## src/rtl/p3p_pkg.sv

```systemverilog
// Shared score types, limits and normaliser FSM state encoding.
package p3p_pkg;
  localparam int NUM_W = 16;
  typedef logic signed [NUM_W-1:0] num;
  localparam num NUM_MAX = {1'b0, {(NUM_W-1){1'b1}}};
  localparam num NUM_MIN = {1'b1, {(NUM_W-1){1'b0}}};
  typedef enum logic [2:0] {IDLE, SCAN_RD, NORM_RD, NORM_WR, FINISH} norm_state_t;
endpackage

```

## src/rtl/score_normaliser_multi_sat_sub.sv

```systemverilog
// Saturating best - cur: clamps to the positive limit, optionally to 0 below zero.
// Purely combinational, no backpressure.
module sat_sub #(
  parameter int W = 16
) (
  input  logic signed [W-1:0] best,
  input  logic signed [W-1:0] cur,
  input  logic                clamp_neg,
  output logic signed [W-1:0] result
);
  localparam logic signed [W:0] MAXV = {2'b00, {(W-1){1'b1}}};

  logic signed [W:0] diff;

  assign diff = {best[W-1], best} - {cur[W-1], cur};

  always_comb begin
    result = diff[W-1:0];
    if (diff > MAXV) result = MAXV[W-1:0];
    else if (clamp_neg && diff[W]) result = '0;
  end
endmodule

```

## src/rtl/score_normaliser_multi.sv

```systemverilog
// Rewrites N_SENONES SRAM scores as best - score; one access per granted+ready cycle,
// 2N+1 (ext) or 3N+1 (scan) cycles unstalled; holds state while grant or ready is low.
module score_normaliser_multi
  import p3p_pkg::*;
#(
  parameter int N_SENONES = 10,
  parameter int SCORE_W   = 16,
  parameter int ADDR_W    = 21,
  parameter int BASE_ADDR = 0,
  parameter int STRIDE    = 2
) (
  input  logic                      clk,
  input  logic                      reset_n,
  input  logic                      start_norm,
  input  logic                      mode_scan,
  input  logic signed [SCORE_W-1:0] best_score,
  output logic                      bus_req,
  input  logic                      bus_grant,
  input  logic                      sram_ready,
  output logic [ADDR_W-1:0]         data_addr,
  output logic                      read_data,
  output logic                      write_data,
  output logic signed [SCORE_W-1:0] data_out,
  input  logic signed [SCORE_W-1:0] data_in,
  output logic                      busy,
  output logic signed [SCORE_W-1:0] best_out,
  output logic                      norm_done
);
  localparam int IDX_W = (N_SENONES > 1) ? $clog2(N_SENONES) : 1;
  localparam logic signed [SCORE_W-1:0] MOST_NEG = {1'b1, {(SCORE_W-1){1'b0}}};

  norm_state_t state, state_nxt;
  logic [IDX_W-1:0]          idx;
  logic signed [SCORE_W-1:0] best_reg, cur, result;
  logic                      clamp_neg;
  logic                      xfer, last;
  logic [ADDR_W-1:0]         addr;

  assign xfer = bus_grant & sram_ready;
  assign last = (idx == IDX_W'(N_SENONES - 1));
  assign addr = ADDR_W'(BASE_ADDR) + ADDR_W'(idx) * ADDR_W'(STRIDE);

  sat_sub #(.W(SCORE_W)) u_sat (
    .best      (best_reg),
    .cur       (cur),
    .clamp_neg (clamp_neg),
    .result    (result)
  );

  always_ff @(posedge clk or negedge reset_n) begin
    if (!reset_n) state <= IDLE;
    else          state <= state_nxt;
  end

  always_comb begin
    state_nxt  = state;
    bus_req    = 1'b0;
    read_data  = 1'b0;
    write_data = 1'b0;
    data_addr  = '0;
    data_out   = '0;
    norm_done  = 1'b0;
    case (state)
      IDLE:    if (start_norm) state_nxt = mode_scan ? SCAN_RD : NORM_RD;
      SCAN_RD: begin
        bus_req   = 1'b1;
        read_data = bus_grant;
        if (xfer && last) state_nxt = NORM_RD;
      end
      NORM_RD: begin
        bus_req   = 1'b1;
        read_data = bus_grant;
        if (xfer) state_nxt = NORM_WR;
      end
      NORM_WR: begin
        bus_req    = 1'b1;
        write_data = bus_grant;
        data_out   = result;
        if (xfer) state_nxt = last ? FINISH : NORM_RD;
      end
      FINISH: begin
        norm_done = 1'b1;
        state_nxt = IDLE;
      end
      default: state_nxt = IDLE;
    endcase
    // Address bus is parked at zero whenever no strobe is driven.
    if (read_data || write_data) data_addr = addr;
  end

  always_ff @(posedge clk or negedge reset_n) begin
    if (!reset_n) begin
      idx       <= '0;
      best_reg  <= '0;
      cur       <= '0;
      clamp_neg <= 1'b0;
      busy      <= 1'b0;
      best_out  <= '0;
    end else begin
      case (state)
        IDLE: if (start_norm) begin
          idx       <= '0;
          busy      <= 1'b1;
          clamp_neg <= ~mode_scan;
          best_reg  <= mode_scan ? MOST_NEG : best_score;
        end
        SCAN_RD: if (xfer) begin
          if (data_in > best_reg) best_reg <= data_in;
          idx <= last ? '0 : idx + 1'b1;
        end
        NORM_RD: if (xfer) cur <= data_in;
        NORM_WR: if (xfer && !last) idx <= idx + 1'b1;
        FINISH: begin
          busy     <= 1'b0;
          best_out <= best_reg;
        end
        default: ;
      endcase
    end
  end
endmodule

```

## config.mk

```make
export PLATFORM = sky130hd
export DESIGN_NAME = score_normaliser_multi
export DESIGN_NICKNAME = d
export VERILOG_FILES = /design/src/rtl/p3p_pkg.sv /design/src/rtl/score_normaliser_multi_sat_sub.sv /design/src/rtl/score_normaliser_multi.sv
export SDC_FILE = /design/constraint.sdc
export NUM_CORES = 1
export LEC_CHECK = 0
export ABC_AREA = 1
export CORE_MARGIN = 2
export CORE_UTILIZATION = 33
export DETAILED_ROUTE_END_ITERATION = 7
export GPL_ROUTABILITY_DRIVEN = 0
export SLEW_MARGIN = 25
export SYNTH_ARGS = -nofsm -noshare
export SYNTH_HDL_FRONTEND = slang
export SYNTH_HIERARCHICAL = 1
export SYNTH_SLANG_ARGS = --single-unit
export TNS_END_PERCENT = 5
```

## constraint.sdc

```tcl
create_clock -name clk -period 2.35 [get_ports clk]
set_input_delay 0.47 -clock clk [delete_from_list [all_inputs] [get_ports clk]]
set_output_delay 0.47 -clock clk [all_outputs]
set_load 0.02 [all_outputs]
```

Word level (Yosys, flattened, before mapping)
Index checks and enable logic that the tools add are counted.

Add/subtract/negate cells: 2. Magnitude comparators: 2. Eq/ne operators: 12. Multiplexer cells: 27. Bitwise gates (word level): 2. Reduce and logical (&&, ||, !) cells: 17.

Operator list (count): two-way mux 16 bit (7); case mux 16 bit (2 select lines) (1); > comparator 17 x 16 -> 1 bit (second input constant) (1); subtractor 16 x 16 -> 17 bit (1); > comparator 16 bit (1); two-way mux 4 bit (4); two-way mux 3 bit (5); inequality test 2 bit (second input constant) (7); case mux 3 bit (4 select lines) (1); case mux 4 bit (3 select lines) (1); AND reduction 4 bit (3); == test 3 x 2 -> 1 bit (second input constant) (2); AND reduction 2 bit (3); two-way mux 1 bit (5); two-way mux 5 bit (1); adder 4 x 1 -> 4 bit (second input constant) (1); == test 4 bit (second input constant) (1); nonzero test 2 bit (2); == test 3 x 1 -> 1 bit (second input constant) (1); == test 3 bit (second input constant) (1); logical AND 1 bit (3); logical NOT 3 bit (1); nonzero test 3 bit (1); OR reduction 3 bit (1); other kinds (7) (7).

Register bits after elaboration: 57. Input port bits: 38. Output and inout bits: 58. Logic and storage cells: 69.

Logic depth before layout (Yosys ltp)
Gate-level depths: netlist (run 1).

Depth after elaboration: 5. Depth in mapped cells: 17. Mapped depth without buffers: 16.

Modules after synthesis
The synthesis (run 1) kept the hierarchy.

By module, submodules not included: score_normaliser_multi (times used 1, cells an instance 440, area each 3387.0 sq um, sequential area each 1426.4 sq um); sat_sub (times used 1, cells an instance 245, area each 1237.4 sq um, sequential area each 0.0 sq um).

Worst setup path before layout (run 1)
No wires, ideal clock.

Kind: reg2out. From: reg best_reg[0]. To: out data_out[10]. Arrival time: 2201 ps. Data required time: 1880 ps. Path slack: -321 ps. Cell stages (with the launch flop): 18. Buffers on the path: 1. Path through: dfrtp_1 -> inv_1 -> ha_1 -> fa_1 -> inv_1 -> nand2_1 -> nand2_1 -> nand3_1 -> nand2_2 -> nand2_2 -> nand2_2 -> nand2_2 -> nand2_2 -> nand2_4 -> buf_6 -> nand2_1 -> inv_1 -> nor2_1.

Word-level cells in the longest chain between the ends: 5. Elaborated cells on any way between the ends: 6. Classes of those cells: add/sub (1); order compare (1); mux (3); reduce/logical (1).

Ends and longest elaborated chain: from (decl) (line score_normaliser_multi.sv:34) `logic signed [SCORE_W-1:0] best_reg, cur, result;`; from (signal assigned) (line score_normaliser_multi.sv:105) `best_reg <= mode_scan ? MOST_NEG : best_score;`; from (signal assigned) (line score_normaliser_multi.sv:108) `if (data_in > best_reg) best_reg <= data_in;`; subtractor 16 x 16 -> 17 bit * (line score_normaliser_multi_sat_sub.sv:15) `assign diff = {best[W-1], best} - {cur[W-1], cur};`; branches (longest 2 deep; another with > comparator 17 x 16 -> 1 bit); two-way mux 16 bit * (line score_normaliser_multi_sat_sub.sv:19) `if (diff > MAXV) result = MAXV[W-1:0];`; named net result[10] (line score_normaliser_multi.sv:34); two-way mux 16 bit * (line score_normaliser_multi.sv:63) `case (state)`; to (decl) (line score_normaliser_multi.sv:23) `output logic signed [SCORE_W-1:0] data_out,`.

Mark *: on every way through the listed nets, which the timed path passes.

Final worst setup path (run 1)
From: reg cur[0]. To: out data_out[1].

Word-level cells in the longest chain between the ends: 5. Elaborated cells on any way between the ends: 6. Classes of those cells: add/sub (1); order compare (1); mux (3); reduce/logical (1).

Ends and longest elaborated chain: from (decl) (line score_normaliser_multi.sv:34); from (signal assigned) (line score_normaliser_multi.sv:111) `NORM_RD: if (xfer) cur <= data_in;`; subtractor 16 x 16 -> 17 bit * (line score_normaliser_multi_sat_sub.sv:15); branches (longest 2 deep; another with > comparator 17 x 16 -> 1 bit); two-way mux 16 bit * (line score_normaliser_multi_sat_sub.sv:19); named net result[1] (line score_normaliser_multi.sv:34); two-way mux 16 bit * (line score_normaliser_multi.sv:63).

Marks and branches as above.

==> summary.md, run 1 <==
| Metric | Value |
|---|---|
| Status | finished, violations left |
| Failing checks | negative setup slack |
| I/O Buffers | 78 |
| Crit path from | cur[0] |
| Net count, final | 897 |
| Synthesized area per cell | 6.751 µm² |
| Clock Skew | 5.694 ps |
| Top cell type's share of synthesized area | 0.3084 |
| Worst Setup Start Kind | flip-flop |
| Synth top area cells | dfrtp_1, nand2_1, inv_1 |
| Mapped cell area | 4624 µm² |
| RSZ-0062 raised after global routing | yes |
| Worst path max stage delay | 400 ps |
| Fin worst setup slack | -510.5 ps |
| Sequential share of the synthesized area | 0.3084 |
| Die Ht | 122.4 µm |
| Unique masters post-synth | 39 |
| Die Wd | 122.4 µm |
| Dominant cell type by area after synthesis | dfrtp_1 |
| Drt drc | 0 |
| Cell family with the largest share of critical-path delay | simple AND/OR/NAND/NOR gates |
| Antenna Nets Post-Route | 0 |
| Antenna violations before repair | 0 |
| Place WS | -707.7 ps |
| Pwr Total | 10660 µW |
| WS Path Type | reg2out |
| Pwr per Cell Area | 1610 nW/µm² |
| WP depth | 16 |
| Final Hold Vio Count | 0 |
| VDD IR-drop max | 0.5708 mV |
| Bufs and invs on worst path | 3 |
| Share of cells above drive strength 1 | 0.2539 |
| Worst reg-to-reg path cell count | 15 |
| Setup tns final | -7862 ps |
| # IOs | 96 |
| Number of flops mapped to enable cells by yosys | 0 |
| DP Area | 6091 µm² |
| Initial core utilization | 0.3358 |
| Sink Count | 57 |
| Slew @ Worst Pin | 734.8 ps |
| DRT Wirelength | 11.58 mm |
| F_max | 349.6 MHz |
| Ys flop type | dfrtp_1 |
| GRT Util Overall | 0.1618 |
| Clock root buffer | clkbuf_16 |
| CP Capture Point | data_out[1] |
| Vias in the first global route | 4058 |
| Flops & latches, synth | 57 |
| Gr ovfl total | 0 |
| TritonCTS Buffers | 9 |
| TritonCTS clock tree | done |
| Crit share post-route | 1.217 |
| Yosys warnings | 6 |
| R2R Path End | best_reg[10] |
| Leakage power | 0.003504 µW |
| Normalized max-slew margin | 0.5096 |
| Post-synth top cells | nand2_1, inv_1, dfrtp_1 |
| First drt pass iteration count | 4 |
| Critical Path RT | 1880 ps |
| Cells after synthesis | 685 |
| Final setup fails | 16 |
| 1st-iter DRT viols | 282 |
| CP max FO | 8 |
| FP Rows | 43 |
| Worst skew pair latency | 320 ps |
| Hold_ws | 151.3 ps |
| Crit-path cells | ha_4, fa_2, inv_2, nand2_1, nand2_1, nand3_1, nand2_2, nand2_4, nand2_4, nand2_8, nand2_8, nand2_8, nand2_1, inv_1, nor2_2, buf_6 |
| Detailed Place HPWL | 9.196 mm |
| Post-route minimum period | 2861 ps |
| Worst-path clk slew | 40 ps |
| Crit path DAT | 2390 ps |
| Reg2Reg Setup Slack | 210 ps |
| Inserted Diodes | 0 |
| Max clock buf depth | 2 |
| Via density | 4.313 |
| Core ar. | 13770 µm² |
| Critical-path top delay cell | dfrtp_1 |
| Vias post-DR | 4343 |
| Die area | 14980 µm² |
| Design area | 6620 µm² |
| Hold WC Path Type | in2async |
| Max Cap Violations | 0 |
| Async set-reset flop share out of synthesis | 1.000 |
| First-pass GRT wire length | 19.32 mm |
| Area grow syn2layout | 43.15% |
| Crit end category | output pin |
| FF-to-FF Start | best_reg[11] |
| Post-DR wirelength/cell | 11.50 µm |
| Largest net degree at the start of global routing | 38 |
| Max Slew Vio Count | 0 |
| H-tree levels | 3 |
| Most numerous cell in the Yosys netlist | nand2_1 |
area by class of cell:
class | instances | area [µm²]
flip-flops and latches | 57 | 1428
repair buffers | 145 | 1282
inverters | 133 | 499.2
fillers | 1421 | 7153
well taps | 180 | 225.2
clock buffers | 14 | 264.0
multi-input cells | 478 | 2922
power by group:
| part | switching (µW) | internal, µW |
|---|---|---|
| Combinational | 4560 | 3420 |
| Sequential | 249 | 1280 |
| Clock | 399 | 757 |
logic make-up after synthesis:
logic type               Yosys count  share of synthesized area
other                              1                  0.0008109
adder cells (fa/ha/maj)           35                    0.09632
AO/OA/AOI/OAI                     80                    0.09091
AND/OR/NAND/NOR                  337                     0.3314
flip-flops                        57                     0.3084
XOR/XNOR                           7                    0.01326
buffers and inverters            168                     0.1588
layer usage:
layer | vias to the layer above | GRT usage | part of all wire | wire (µm)
li1 | 2353 | - | - | -
met1 | 1884 | 0.2459 | 0.53 | 6162
met2 | 97 | 0.2385 | 0.42 | 4842
met3 | 9 | 0.02138 | 0.039 | 449
met4 | 0 | 0.04454 | 0.011 | 127
met5 | - | 0 | 0 | 0
worst min-delay path by stage:
stage | start | end | depth (start not counted)
finish | reset_n | state[1] | 1
global route | reset_n | state[2] | 1
CTS | reset_n | state[1] | 1
detailed placement | cur[15] | cur[15] | 2
global placement | cur[14] | cur[14] | 2
floorplan | reset_n | best_out[0] | 0
repair_timing:
item | CTS | global route
cloned | 2 | 0
setup buffers | 1 | 1
pin swaps | 4 | 5
resized for setup | 81 | 45
endpoints found under the setup margin | 21 | 33
hold buffers | 0 | 0
per-stage QoR:
| stage | util | instances |
|---|---|---|
| 2_1_floorplan | - | 701 |
| 3_3_place_gp | 0.4422 | 989 |
| 4_1_cts | 0.4618 | 1006 |
| 3_5_place_dp | 0.4422 | 989 |
| 5_1_grt | 0.4807 | 1007 |
| 6_report | 0.4807 | 1007 |
cell usage in the layout (no fill, tap or decap), types with 2 or more instances in the layout:
cell / n
nand2_1: 176
buf_6: 6
buf_12: 2
buf_4: 75
nor2_2: 7
a21oi_1: 14
nor2_4: 14
nand2_2: 39
ha_1: 23
nor2_1: 24
nand2_4: 6
or2_1: 3
clkbuf_1: 3
nor3_1: 3
inv_2: 18
conb_1: 17
a21oi_2: 4
inv_1: 115
nand4_1: 2
o22ai_1: 3
xor2_1: 5
dlygate4sd2_1: 5
dfrtp_1: 56
clkbuf_16: 9
nand3b_1: 2
clkdlybuf4s50_1: 55
o21ai_0: 54
xnor2_1: 2
clkbuf_8: 2
nand3_1: 49
nand3_2: 2
nand2_8: 4
ha_4: 11
nand3_4: 3
(Power assumes the default switching activity.)
==> run 2: changes to the inputs <==
--- a/config.mk
+++ b/config.mk
@@ -9,6 +9,7 @@
 export CORE_MARGIN = 2
 export CORE_UTILIZATION = 33
 export DETAILED_ROUTE_END_ITERATION = 7
+export DONT_BUFFER_PORTS = 1
 export GPL_ROUTABILITY_DRIVEN = 0
 export SLEW_MARGIN = 25
 export SYNTH_ARGS = -nofsm -noshare
==> run 2 against run 1 <==
  * The run still ends with negative setup slack left
  * Critical path depth shrank 2
  * Wire length is 2.2% lower
  * Power shrank 4.1%
  * Final area fell by 13%
  * Maximum frequency is 1.4% higher
  * First-iteration DRC count decreased by 21%
  * Via count fell by 5.2%
  * Clock power is essentially flat
  * Sequential share of layout area increased by 3.3 points
  * Critical path type unchanged
  * Largest cell class unchanged
==> summary.md, run 2 (same netlist as run 1, synthesis figures left out) <==
| Metric | Value |
|---|---|
| GRT Util Overall | 0.1582 (-0.003611) |
| Sw frac | 0.4945 (+0.006201) |
| Clock root buffer | clkbuf_16 |
| Gr ovfl total | 0 (unchanged) |
| Initial core utilization | 0.3358 (unchanged) |
| First-pass GRT wire length | 18.59 mm (-3.8%) |
| Hold WC Path Type | in2async |
| Worst skew pair latency | 330 ps (about the same) |
| Detailed Place HPWL | 8.983 mm (-2.3%) |
| Crit end category | output pin |
| 1st-iter DRT viols | 223 (-21%) |
| Core ar. | 13770 µm² (unchanged) |
| WS Path Type | reg2out |
| Crit share post-route | 1.200 (-0.01720) |
| Max Cap Violations | 0 (unchanged) |
| Failing checks | negative setup slack |
| Die Ht | 122.4 µm (unchanged) |
| Met2 routed WL | 4.746 mm (-2.0%) |
| Comb power frac | 0.738 (-0.010) |
| Wl on met1 | 5.646 mm (-8.4%) |
| CP max FO | 3 (-5) |
| I/O Buffers | 0 (-100%) |
| Status | finished, violations left |
| Largest net degree at the start of global routing | 58 (+53%) |
| Crit path DAT | 2350 ps (-40 ps) |
| Final setup fails | 16 (unchanged) |
| Normalized max-slew margin | 0.4910 (-0.01853) |
| DP Area | 5273 µm² (-13%) |
| Clock Skew | 5.839 ps (+0.1444 ps) |
| Multi-input logic area | 2769 µm² (-5.2%) |
| Pwr Total | 10230 µW (-4.1%) |
| Worst Setup Start Kind | flip-flop |
| First drt pass iteration count | 4 (unchanged) |
| Seq pwr share | 0.147 (+0.004) |
| Max layer used | met4 |
| Most frequent cells in the layout | nand2_1, inv_1, buf_4, dfrtp_1, o21ai_0 |
| Net count, final | 817 (-8.9%) |
| Placed cells | 907 (-8.3%) |
| VDD IR-drop max | 0.6724 mV (+18%) |
| Non-Filler Instances | 927 (-7.9%) |
| TritonCTS clock tree | done |
| Die Wd | 122.4 µm (unchanged) |
| F_max | 354.6 MHz (+1.4%) |
| Crit-path cells | inv_1, ha_2, fa_2, inv_2, buf_4, buf_4, nand4_1, nand2_2, buf_4, xor2_1, nand2_1, nand2_2, inv_2, nor2_4 |
| Routed wl met3 | 734 µm (+63%) |
| Critical Path RT | 1880 ps (about the same) |
| Worst path max stage delay | 350 ps (-50 ps) |
| Slew @ Worst Pin | 762.6 ps (+27.76 ps) |
| Sink Count | 57 (unchanged) |
| Clock share of power | 0.115 (+0.007) |
| H-tree levels | 3 (unchanged) |
| Post-route minimum period | 2820 ps (-40.41 ps) |
| Vias post-DR | 4117 (-5.2%) |
| Power Internal | 5169 µW (-5.2%) |
| CP dominant cell by count | buf_4 |
| Antenna violations before repair | 0 (unchanged) |
| FP Rows | 43 (unchanged) |
| Critical-path top delay cell | fa_2 |
| RSZ-0062 raised after global routing | yes |
| # IOs | 96 (unchanged) |
| Via density | 4.441 (+3.0%) |
| Vias in the first global route | 3812 (-6.1%) |
| Share of cells above drive strength 1 | 0.2530 (-0.0009178) |
| Setup tns final | -7113 ps (+749.8 ps) |
| Antenna Nets Post-Route | 0 (unchanged) |
| TritonCTS Buffers | 9 (unchanged) |
| Fin worst setup slack | -470.1 ps (+40.41 ps) |
| Drt drc | 0 (unchanged) |
| Inserted Diodes | 0 (unchanged) |
| Seq. cell area | 1426 µm² (about the same) |
| Net Switching | 5058 µW (-2.8%) |
| Most common cell after layout, fill and taps aside | nand2_1 |
| Max clock buf depth | 2 (unchanged) |
| Worst-path clk slew | 50 ps (about the same) |
| Die area | 14980 µm² (unchanged) |
| Area grow syn2layout | 24.27% |
| Pwr per Cell Area | 1780 nW/µm² (+11%) |
| Final Hold Vio Count | 0 (unchanged) |
| Max Slew Vio Count | 0 (unchanged) |
| DRT Wirelength | 11.33 mm (-2.2%) |
| Fillers | 1459 (+2.7%) |
| Post-DR wirelength/cell | 12.22 µm (+6.3%) |
| Leakage power | 0.003128 µW (-11%) |
| Design area | 5747 µm² (-13%) |
| Finished Core Util | 0.4172 (-0.06341) |
[run 2: path summary, 6_finish.rpt]
path	start	endpoint	slack, ps	cells after the start
setup reg to reg	best_reg[11]	best_reg[8]	210	14
hold reg to reg	cur[15]	cur[15]	480	2
min in group clk	mode_scan	clamp_neg	260	1
setup / recovery	best_reg[0]	data_out[6]	-470	14
hold / removal	reset_n	state[1]	2	1
max in group asynchronous	reset_n	best_out[10]	2090	1
[run 2: critical path, delay by kind of cell (launching register included)]
kind	cells	cell delay, ps
adder cells (fa/ha/maj)	2	530
AND/OR/NAND/NOR	5	520
buffers and inverters	6	450
flip-flops	1	340
XOR/XNOR	1	200
[run 2: final cells by class]
class | count | area share
clock buffers | 14 | 0.04594
inverters | 133 | 0.08687
multi-input cells | 476 | 0.4818
flip-flops and latches | 57 | 0.2482
well taps | 180 | 0.03919
repair buffers | 67 | 0.09798
[run 2: per-layer routing]
metal,global-route usage,vias to the layer above
met3,0.04414,16
met5,0,-
li1,-,2188
met2,0.2306,83
met1,0.2236,1830
met4,0.05532,0
[run 2: power by group through the flow]
| stage | Combinational, µW | Clock [µW] | Sequential (µW) |
|---|---|---|---|
| 5_1_grt | 8490 | 1240 | 1540 |
| 3_5_place_dp | 6890 | 0 | 1500 |
| 3_3_place_gp | 6830 | 0 | 1490 |
| 4_1_cts | 7420 | 1190 | 1490 |
| 6_report | 7550 | 1170 | 1500 |
| 2_1_floorplan | 5110 | 0 | 1470 |
[run 2: what timing repair did]
item                                    CTS  global route
pin swaps                                13             4
gates cloned                              1             0
resized for setup                        16            12
endpoints found under the setup margin   16            32
setup buffers                             3             1
hold buffers                              1             0
hold endpoints to repair                 57             0
[run 2: through the flow]
stage          setup slack (ps)  hold WS (ps)
5_1_grt                  -627.8         15.93
3_3_place_gp             -121.9         176.5
4_1_cts                  -482.5         12.97
3_5_place_dp             -158.7         176.8
6_report                 -470.1         1.570
2_1_floorplan            -112.8         174.4
==> run 3: changes to the inputs <==
--- a/config.mk
+++ b/config.mk
@@ -8,6 +8,7 @@
 export ABC_AREA = 1
 export CORE_MARGIN = 2
 export CORE_UTILIZATION = 33
+export CTS_CLUSTER_DIAMETER = 40
 export DETAILED_ROUTE_END_ITERATION = 7
 export DONT_BUFFER_PORTS = 1
 export GPL_ROUTABILITY_DRIVEN = 0
==> results of run 3 <==
The final DEF is identical to that of run 2; final timing and power are the same.
